[src/rtl/uart_tx_arbiter.sv]
// Round-robin arbiter sharing one UART transmitter among NUM_REQ byte sources.
// An internal frame timer spaces i_Tx_Ready pulses exactly one frame apart.
module uart_tx_arbiter #(
   parameter int unsigned CLOCK_RATE = 100_000_000,
   parameter int unsigned BAUD_RATE  = 9600,
   parameter int unsigned NUM_REQ    = 4,
   parameter int unsigned GAP_BITS   = 1,
   localparam int unsigned ID_W      = $clog2(NUM_REQ)
) (
   input  logic                 clk,
   input  logic                 reset_n,
   input  logic                 i_enable,
   input  logic [NUM_REQ-1:0]   i_req_valid,
   input  logic [8*NUM_REQ-1:0] i_req_byte,
   output logic [NUM_REQ-1:0]   o_req_ready,
   output logic [7:0]           o_Tx_Byte,
   output logic                 o_Tx_Ready,
   output logic [ID_W-1:0]      o_grant_id,
   output logic                 o_busy,
   output logic [15:0]          o_frame_count
);

   localparam int unsigned BIT_CYCLES   = CLOCK_RATE / BAUD_RATE;
   localparam int unsigned FRAME_CYCLES = BIT_CYCLES * (10 + GAP_BITS);
   localparam int unsigned TMR_W        = $clog2(FRAME_CYCLES);
   localparam int unsigned CNT_W        = 16;

   typedef enum logic [1:0] {
      S_IDLE  = 2'd0,
      S_GRANT = 2'd1,
      S_SEND  = 2'd2,
      S_WAIT  = 2'd3
   } state_t;

   state_t               r_state;
   logic [ID_W-1:0]      r_ptr;
   logic [TMR_W-1:0]     r_timer;
   logic [NUM_REQ-1:0]   r_req_ready;
   logic [7:0]           r_tx_byte;
   logic                 r_tx_ready;
   logic [ID_W-1:0]      r_grant_id;
   logic                 r_busy;
   logic [CNT_W-1:0]     r_frame_count;

   state_t               w_state_nxt;
   logic [ID_W-1:0]      w_ptr_nxt;
   logic [TMR_W-1:0]     w_timer_nxt;
   logic [NUM_REQ-1:0]   w_req_ready_nxt;
   logic [7:0]           w_tx_byte_nxt;
   logic                 w_tx_ready_nxt;
   logic [ID_W-1:0]      w_grant_id_nxt;
   logic                 w_busy_nxt;
   logic [CNT_W-1:0]     w_frame_count_nxt;

   logic [31:0]          w_ptr32;
   logic [2*NUM_REQ-1:0] w_dbl;
   logic [2*NUM_REQ-1:0] w_dbl_oh;
   logic [NUM_REQ-1:0]   w_sel_oh;
   logic                 w_found;
   logic [ID_W-1:0]      w_sel;
   logic [7:0]           w_sel_byte;

   // Round-robin pick: first valid index after r_ptr on a doubled request vector
   always_comb begin : arb_pick
      w_ptr32    = 32'(r_ptr);
      w_dbl      = {i_req_valid, i_req_valid};
      w_dbl_oh   = '0;
      w_found    = 1'b0;
      w_sel      = '0;
      w_sel_byte = '0;
      for (int unsigned j = 0; j < 2*NUM_REQ; j++) begin
         if (!w_found && w_dbl[j] && (j > w_ptr32) && (j <= w_ptr32 + NUM_REQ)) begin
            w_found     = 1'b1;
            w_dbl_oh[j] = 1'b1;
         end
      end
      w_sel_oh = w_dbl_oh[NUM_REQ-1:0] | w_dbl_oh[2*NUM_REQ-1:NUM_REQ];
      for (int unsigned k = 0; k < NUM_REQ; k++) begin
         if (w_sel_oh[k]) begin
            w_sel      = ID_W'(k);
            w_sel_byte = i_req_byte[8*k +: 8];
         end
      end
   end

   // Next-state and next-output logic
   always_comb begin : fsm_next
      w_state_nxt       = r_state;
      w_ptr_nxt         = r_ptr;
      w_timer_nxt       = r_timer;
      w_req_ready_nxt   = '0;
      w_tx_byte_nxt     = r_tx_byte;
      w_tx_ready_nxt    = 1'b0;
      w_grant_id_nxt    = r_grant_id;
      w_busy_nxt        = r_busy;
      w_frame_count_nxt = r_frame_count;
      case (r_state)
         S_IDLE: begin
            if (i_enable && w_found) begin
               w_state_nxt     = S_GRANT;
               w_req_ready_nxt = w_sel_oh;
               w_tx_byte_nxt   = w_sel_byte;
               w_grant_id_nxt  = w_sel;
               w_ptr_nxt       = w_sel;
               w_busy_nxt      = 1'b1;
            end
         end
         S_GRANT: begin
            w_state_nxt       = S_SEND;
            w_tx_ready_nxt    = 1'b1;
            w_frame_count_nxt = r_frame_count + CNT_W'(1);
         end
         S_SEND: begin
            // GRANT + SEND + IDLE + (FRAME_CYCLES-3) WAIT cycles = one frame
            w_state_nxt = S_WAIT;
            w_timer_nxt = TMR_W'(FRAME_CYCLES - 4);
         end
         S_WAIT: begin
            if (r_timer == '0) begin
               w_state_nxt = S_IDLE;
               w_busy_nxt  = 1'b0;
            end else begin
               w_timer_nxt = r_timer - TMR_W'(1);
            end
         end
         default: begin
            w_state_nxt = S_IDLE;
            w_busy_nxt  = 1'b0;
         end
      endcase
   end

   // State and registered outputs
   always_ff @(posedge clk or negedge reset_n) begin : fsm_reg
      if (!reset_n) begin
         r_state       <= S_IDLE;
         r_ptr         <= ID_W'(NUM_REQ - 1);
         r_timer       <= '0;
         r_req_ready   <= '0;
         r_tx_byte     <= '0;
         r_tx_ready    <= 1'b0;
         r_grant_id    <= '0;
         r_busy        <= 1'b0;
         r_frame_count <= '0;
      end else begin
         r_state       <= w_state_nxt;
         r_ptr         <= w_ptr_nxt;
         r_timer       <= w_timer_nxt;
         r_req_ready   <= w_req_ready_nxt;
         r_tx_byte     <= w_tx_byte_nxt;
         r_tx_ready    <= w_tx_ready_nxt;
         r_grant_id    <= w_grant_id_nxt;
         r_busy        <= w_busy_nxt;
         r_frame_count <= w_frame_count_nxt;
      end
   end

   assign o_req_ready   = r_req_ready;
   assign o_Tx_Byte     = r_tx_byte;
   assign o_Tx_Ready    = r_tx_ready;
   assign o_grant_id    = r_grant_id;
   assign o_busy        = r_busy;
   assign o_frame_count = r_frame_count;

endmodule

[config.mk]
export PLATFORM = sky130hd
export DESIGN_NAME = uart_tx_arbiter
export DESIGN_NICKNAME = d
export VERILOG_FILES = /design/src/rtl/uart_tx_arbiter.sv
export SDC_FILE = /design/constraint.sdc
export NUM_CORES = 1
export LEC_CHECK = 0
export ABC_AREA = 1
export ABC_CLOCK_PERIOD_IN_PS = 2620
export CAP_MARGIN = 15
export CORE_MARGIN = 2
export CORE_UTILIZATION = 25
export CTS_CLUSTER_SIZE = 30
export DETAILED_ROUTE_END_ITERATION = 16
export HOLD_SLACK_MARGIN = 0.02
export PLACE_DENSITY = 0.54
export SETUP_SLACK_MARGIN = 0.3
export SYNTH_ARGS = -nofsm -noshare
export SYNTH_HDL_FRONTEND = slang
export SYNTH_SLANG_ARGS = --single-unit
[constraint.sdc]
create_clock -name clk -period 2.62 [get_ports clk]
set_input_delay 0.524 -clock clk [delete_from_list [all_inputs] [get_ports clk]]
set_output_delay 0.524 -clock clk [all_outputs]
set_load 0.01 [all_outputs]
# Word-level counts from Yosys, hierarchy flattened
# Cells that the tools add are included.
# totals
reg_bits,53
output_inout_bits,32
# op_classes
n_addsub,3
magnitude_cmp,10
n_eq_ne,6
n_mux,31
bitwise,1
reduce_logical,31
# ops
op,count
<= comparator 3 x 32 -> 1 bit (first input constant),3
<= comparator 2 x 32 -> 1 bit (first input constant),2
case mux 17 bit (2 select lines),1
<= comparator 1 x 32 -> 1 bit (first input constant),1
two-way mux 8 bit,4
logical AND 1 bit,17
logical NOT 17 bit,1
two-way mux 1 bit,17
two-way mux 17 bit,1
subtractor 17 x 1 -> 17 bit (second input constant),1
adder 16 x 1 -> 16 bit (second input constant),1
two-way mux 2 bit,4
two-way mux 4 bit,2
case mux 2 bit (4 select lines),1
logical NOT 1 bit,6
!= test 2 bit (second input constant),3
AND reduction 2 bit,3
adder 2 x 3 -> 4 bit (second input constant),1
equality test 2 bit (second input constant),2
> comparator 2 bit (first input constant),2
<= comparator 3 x 4 -> 1 bit (first input constant),1
OR 4 bit,1
nonzero test 2 bit,2
AND reduction 3 bit,1
other kinds (4),4

# Logic depth before layout (Yosys ltp)
# depth
ltp_word,35
depth_mapped,11
depth_no_buf,11

# Least setup slack after synthesis
# Ideal clock, no wire load.
# synth_path
path_kind,reg-to-reg
startpoint,reg r_state[1]
endpoint,reg r_frame_count[14] (netlist: o_frame_count[14])
t_arrival_ps,1532
t_required_ps,2495
setup_slack_ps,962
stages_incl_launch_ff,9
period_less_slack_ps,1658
cell_sequence,dfrtp_1 -> inv_1 -> ha_1 -> nand3_1 -> nor3_2 -> nand4_2 -> nor2_2 -> nand3_1 -> xnor2_1
# synth_via
elab_chain_len,1
# synth_rtl
item,line,text
"start, declared",35,state_t r_state;
"start signal, assigned",146,r_state <= w_state_nxt;
equality test 2 x 1 -> 1 bit,97,case (r_state)
"end signal, assigned",154,r_frame_count <= w_frame_count_nxt;
"end, declared",43,logic [CNT_W-1:0] r_frame_count;
# No other way between the ends.
# A chain may end at the register's enable or synchronous reset.

# Worst setup path in the final report
# layout_path
startpoint,in i_req_valid[1]
endpoint,reg r_grant_id[1] (netlist: o_grant_id[1])
# layout_via
elab_chain_len,31
# layout_rtl
item,line,text
"start, declared",13,"input logic [NUM_REQ-1:0] i_req_valid,"
logical AND 1 bit (2 in series),72,if (!w_found && w_dbl[j] && (j > w_ptr32) && (j <= w_ptr32 + NUM_REQ)) begin
two-way mux 1 bit,72,
logical NOT 1 bit,72,
logical AND 1 bit (3 in series),72,
two-way mux 1 bit,72,
logical NOT 1 bit,72,
logical AND 1 bit (3 in series),72,
two-way mux 1 bit,72,
[... 8 more ...],n/a,
logical NOT 1 bit,72,
logical AND 1 bit (2 in series),72,
two-way mux 1 bit,72,
logical NOT 1 bit,72,
logical AND 1 bit (2 in series),72,
two-way mux 1 bit,72,
OR 4 bit / logical AND 1 bit (equally long branches),"77, 99",
two-way mux 2 bit / AND reduction 2 bit (equally long branches),n/a,
"end signal, assigned",152,r_grant_id <= w_grant_id_nxt;
"end, declared",41,logic [ID_W-1:0] r_grant_id;
# Parallel ways exist; a longest one is shown, timed or not.

==> results.yml <==
global_route:
  grt_max_degree: 54
  grt_pass1_vias: 2527
  gr-usage-all-layers_pct: 11.48
  antenna_found_initial: 0
  gr-total-overflow: 0
  grt_pass1_wl_mm: 12.01
place:
  place_congestion: 0.7931
  port_buffers: 70
  dp_cells: 587
  hpwlAfterDp_mm: 5.415
synthesis:
  synth_top_family_by_area: "simple AND/OR/NAND/NOR gates"
  synthMostInstantiatedCell: "nand2_1"
  synthAdderAreaFrac_pct: 2.877
  yosysUniqueCellTypes: 35
  ys_ff_latch: 53
  synth-simple-area-share_pct: 32.31
  syn_area_um2: 3044
  avgSynthCellArea_um2: 8.183
  synth_top_area_share_pct: 41.92
  synthMuxAreaShare_pct: 0.3699
  synth-edff-count: 0
  yosysTopAreaCell: "dfrtp_1"
  syn-num-nets: 418
  synth-xor-area-share_pct: 7.480
  netlist_instances: 372
  synth-main-ff-cell: "dfrtp_1"
  synth_common_cells: "nand2_1, dfrtp_1, inv_1"
  synth-compound-area-share_pct: 6.658
  yosysSeqAreaShare_pct: 43.65
  synthArstFlopShare_pct: 100.0
  synthTopCellsByArea: "dfrtp_1, nand2_1, xor2_1"
  yosysWarnings: 0
routing:
  firstDrtPassIters: 5
  avgViaCountPerCell: 4.311
  routedWlPerCell_um: 12.02
  ant_nets: 0
  num_vias: 2565
  drt-initial-drc-count: 99
  drt-total-wl_mm: 7.150
  drc: 0
floorplanning:
  rows: 40
  fp.dieW_um: 114.3
  start_util_pct: 25.45
  dieHeight_um: 114.3
  die-area_um2: 13070
  ios: 71
  coreArea_um2: 11960
job:
  max_cap_viol_count: 0
setup_path:
  arrival_ns: 2.13
  path_class: "primary input to register"
  worstPathCellList: "clkdlybuf4s50_1 > nand2_2 > nand4_4 > nor2_2 > nand3_2 > nand3_4 > inv_2 > o21ai_1 > nand2_1"
  crit_path_max_incr_delay_ns: 0.49
  cpMaxStageDelayCell: "clkdlybuf4s50_1"
  required_ns: 2.80
  endpoint_kind: "register"
  cp_max_fo: 16
  startpoint_type: "primary input"
final_layout:
  fin_cells: 595
  drive_above_1_share_pct: 11.61
  syn_to_final_growth_pct: 33.29
  post-route-util_pct: 33.92
  antenna_cells: 0
  nets: 493
clock_network:
  cts_tree: "built"
  ctsHoldBuffers: 0
  numCtsBuffers: 5
  cts_setup_buffers: 0
  cts_resized: 0
  clockBufferDepth: 2
  clkTransAtPathRegs_ns: 0.07
  cts-root-buf: "clkbuf_16"
  cts_num_sinks: 53
  clkLatencyLatePin_ns: 0.29
  htree_levels: 2
min_path:
  hold_class: "primary input to async pin"
sta:
  finalClockSkew_ns: 0.008677
  tns_ns: 0
  max_freq_mhz: 511.3
  hold_viol: 0
  rsz0062_at_grt: "no"
  timing.final.crit_share_pct: 74.65
  tightest_slew_ns: 0.4732
  relSlewSlack_pct: 68.45
  drv_slew: 0
  setup_violations: 0
  period_minus_slack_ns: 1.956
  holdWs_ns: 0.2255
pwr:
  power_leakage_nw: 1.946
  p_per_area_nw_per_um2: 940.1
  vdd_drop_max_uv: 266.5
outcome:
  status: "completed"
sequential cells by signal (all words and copies together) (netlist names):
name           count
o_Tx_Byte          8
o_grant_id         2
r_timer           17
o_frame_count     16
o_Tx_Ready         1
o_req_ready        4
o_busy             1
r_ptr              2
r_state            2
per-layer routing:
metal | track usage (%) | wire length, µm
met3 | 3.017 | 496
met1 | 13.77 | 3177
met4 | 4.634 | 131
met5 | 0 | 0
met2 | 19.60 | 3343
report_power, final:
| group | internal [W] | leakage (nW) | switching (W) |
|---|---|---|---|
| registers | 0.00110 | 0.664 | 0.000240 |
| clock network | 0.000355 | 0.0631 | 0.000308 |
| logic | 0.000756 | 1.22 | 0.00105 |
| total | 0.00221 | 1.95 | 0.00160 |
kinds of logic (layout without fill, tap and decap cells):
group           Yosys count  count (layout)
compound gates           27              27
xor+xnor                 26              26
fa+ha+maj                 7               7
buf+inv                  49             125
flops                    53              53
mux                       1               1
simple gates            209             209
placed cells by master, fill, tap and decap left out, types with 2 or more instances in the layout:
master / n
o21ai_2: 11
xnor2_1: 5
nor2_1: 24
nor3_2: 2
ha_1: 7
nand3_1: 18
inv_2: 3
xor2_1: 21
nand3_2: 2
nand2_4: 2
o21ai_1: 2
clkdlybuf4s50_1: 69
o22ai_2: 2
nor2_2: 6
dfstp_2: 2
inv_1: 43
nor3_1: 5
clkbuf_16: 5
nand2_1: 130
clkinvlp_4: 2
o31ai_1: 2
dfrtp_1: 51
nand2_2: 6
o21ai_0: 5
a21oi_1: 3
nand4_1: 7
final timing paths:
kind                                     end  slack [ns]  depth (start not counted)      startpoint
setup / recovery               o_grant_id[1]        0.66                          9  i_req_valid[1]
hold / removal                o_req_ready[3]        0.23                          2         reset_n
setup reg to reg           o_frame_count[14]        0.69                          8      r_state[1]
hold reg to reg                     r_ptr[0]        0.48                          2        r_ptr[0]
max in group asynchronous           r_ptr[0]        2.11                          2         reset_n
min in group clk                    r_ptr[0]        0.48                          2        r_ptr[0]
final cells by class:
cell class / instances / area, µm²
clock inverter: 2 / 15.01
multi-input combinational: 270 / 1513
tap: 147 / 183.9
inverter: 46 / 172.7
sequential: 53 / 1329
clock buffer: 6 / 128.9
fill: 1231 / 7904
timing repair buffer: 71 / 715.7
critical path, delay by kind of cell:
kind	cells	cell delay, ns
AO/OA/AOI/OAI	1	0.14
AND/OR/NAND/NOR	6	0.83
buffers and inverters	2	0.64
metrics by stage:
step / area (µm²) / total power (W) / setup WS [ns]
2_1_floorplan: 3044 / 0.002553 / 0.9625
3_3_place_gp: 3914 / 0.003167 / 0.4210
3_5_place_dp: 3914 / 0.003197 / 0.3463
4_1_cts: 4058 / 0.003887 / 0.6522
5_1_grt: 4058 / 0.004141 / 0.5054
6_report: 4058 / 0.003815 / 0.6643
(Power assumes the default switching activity.)
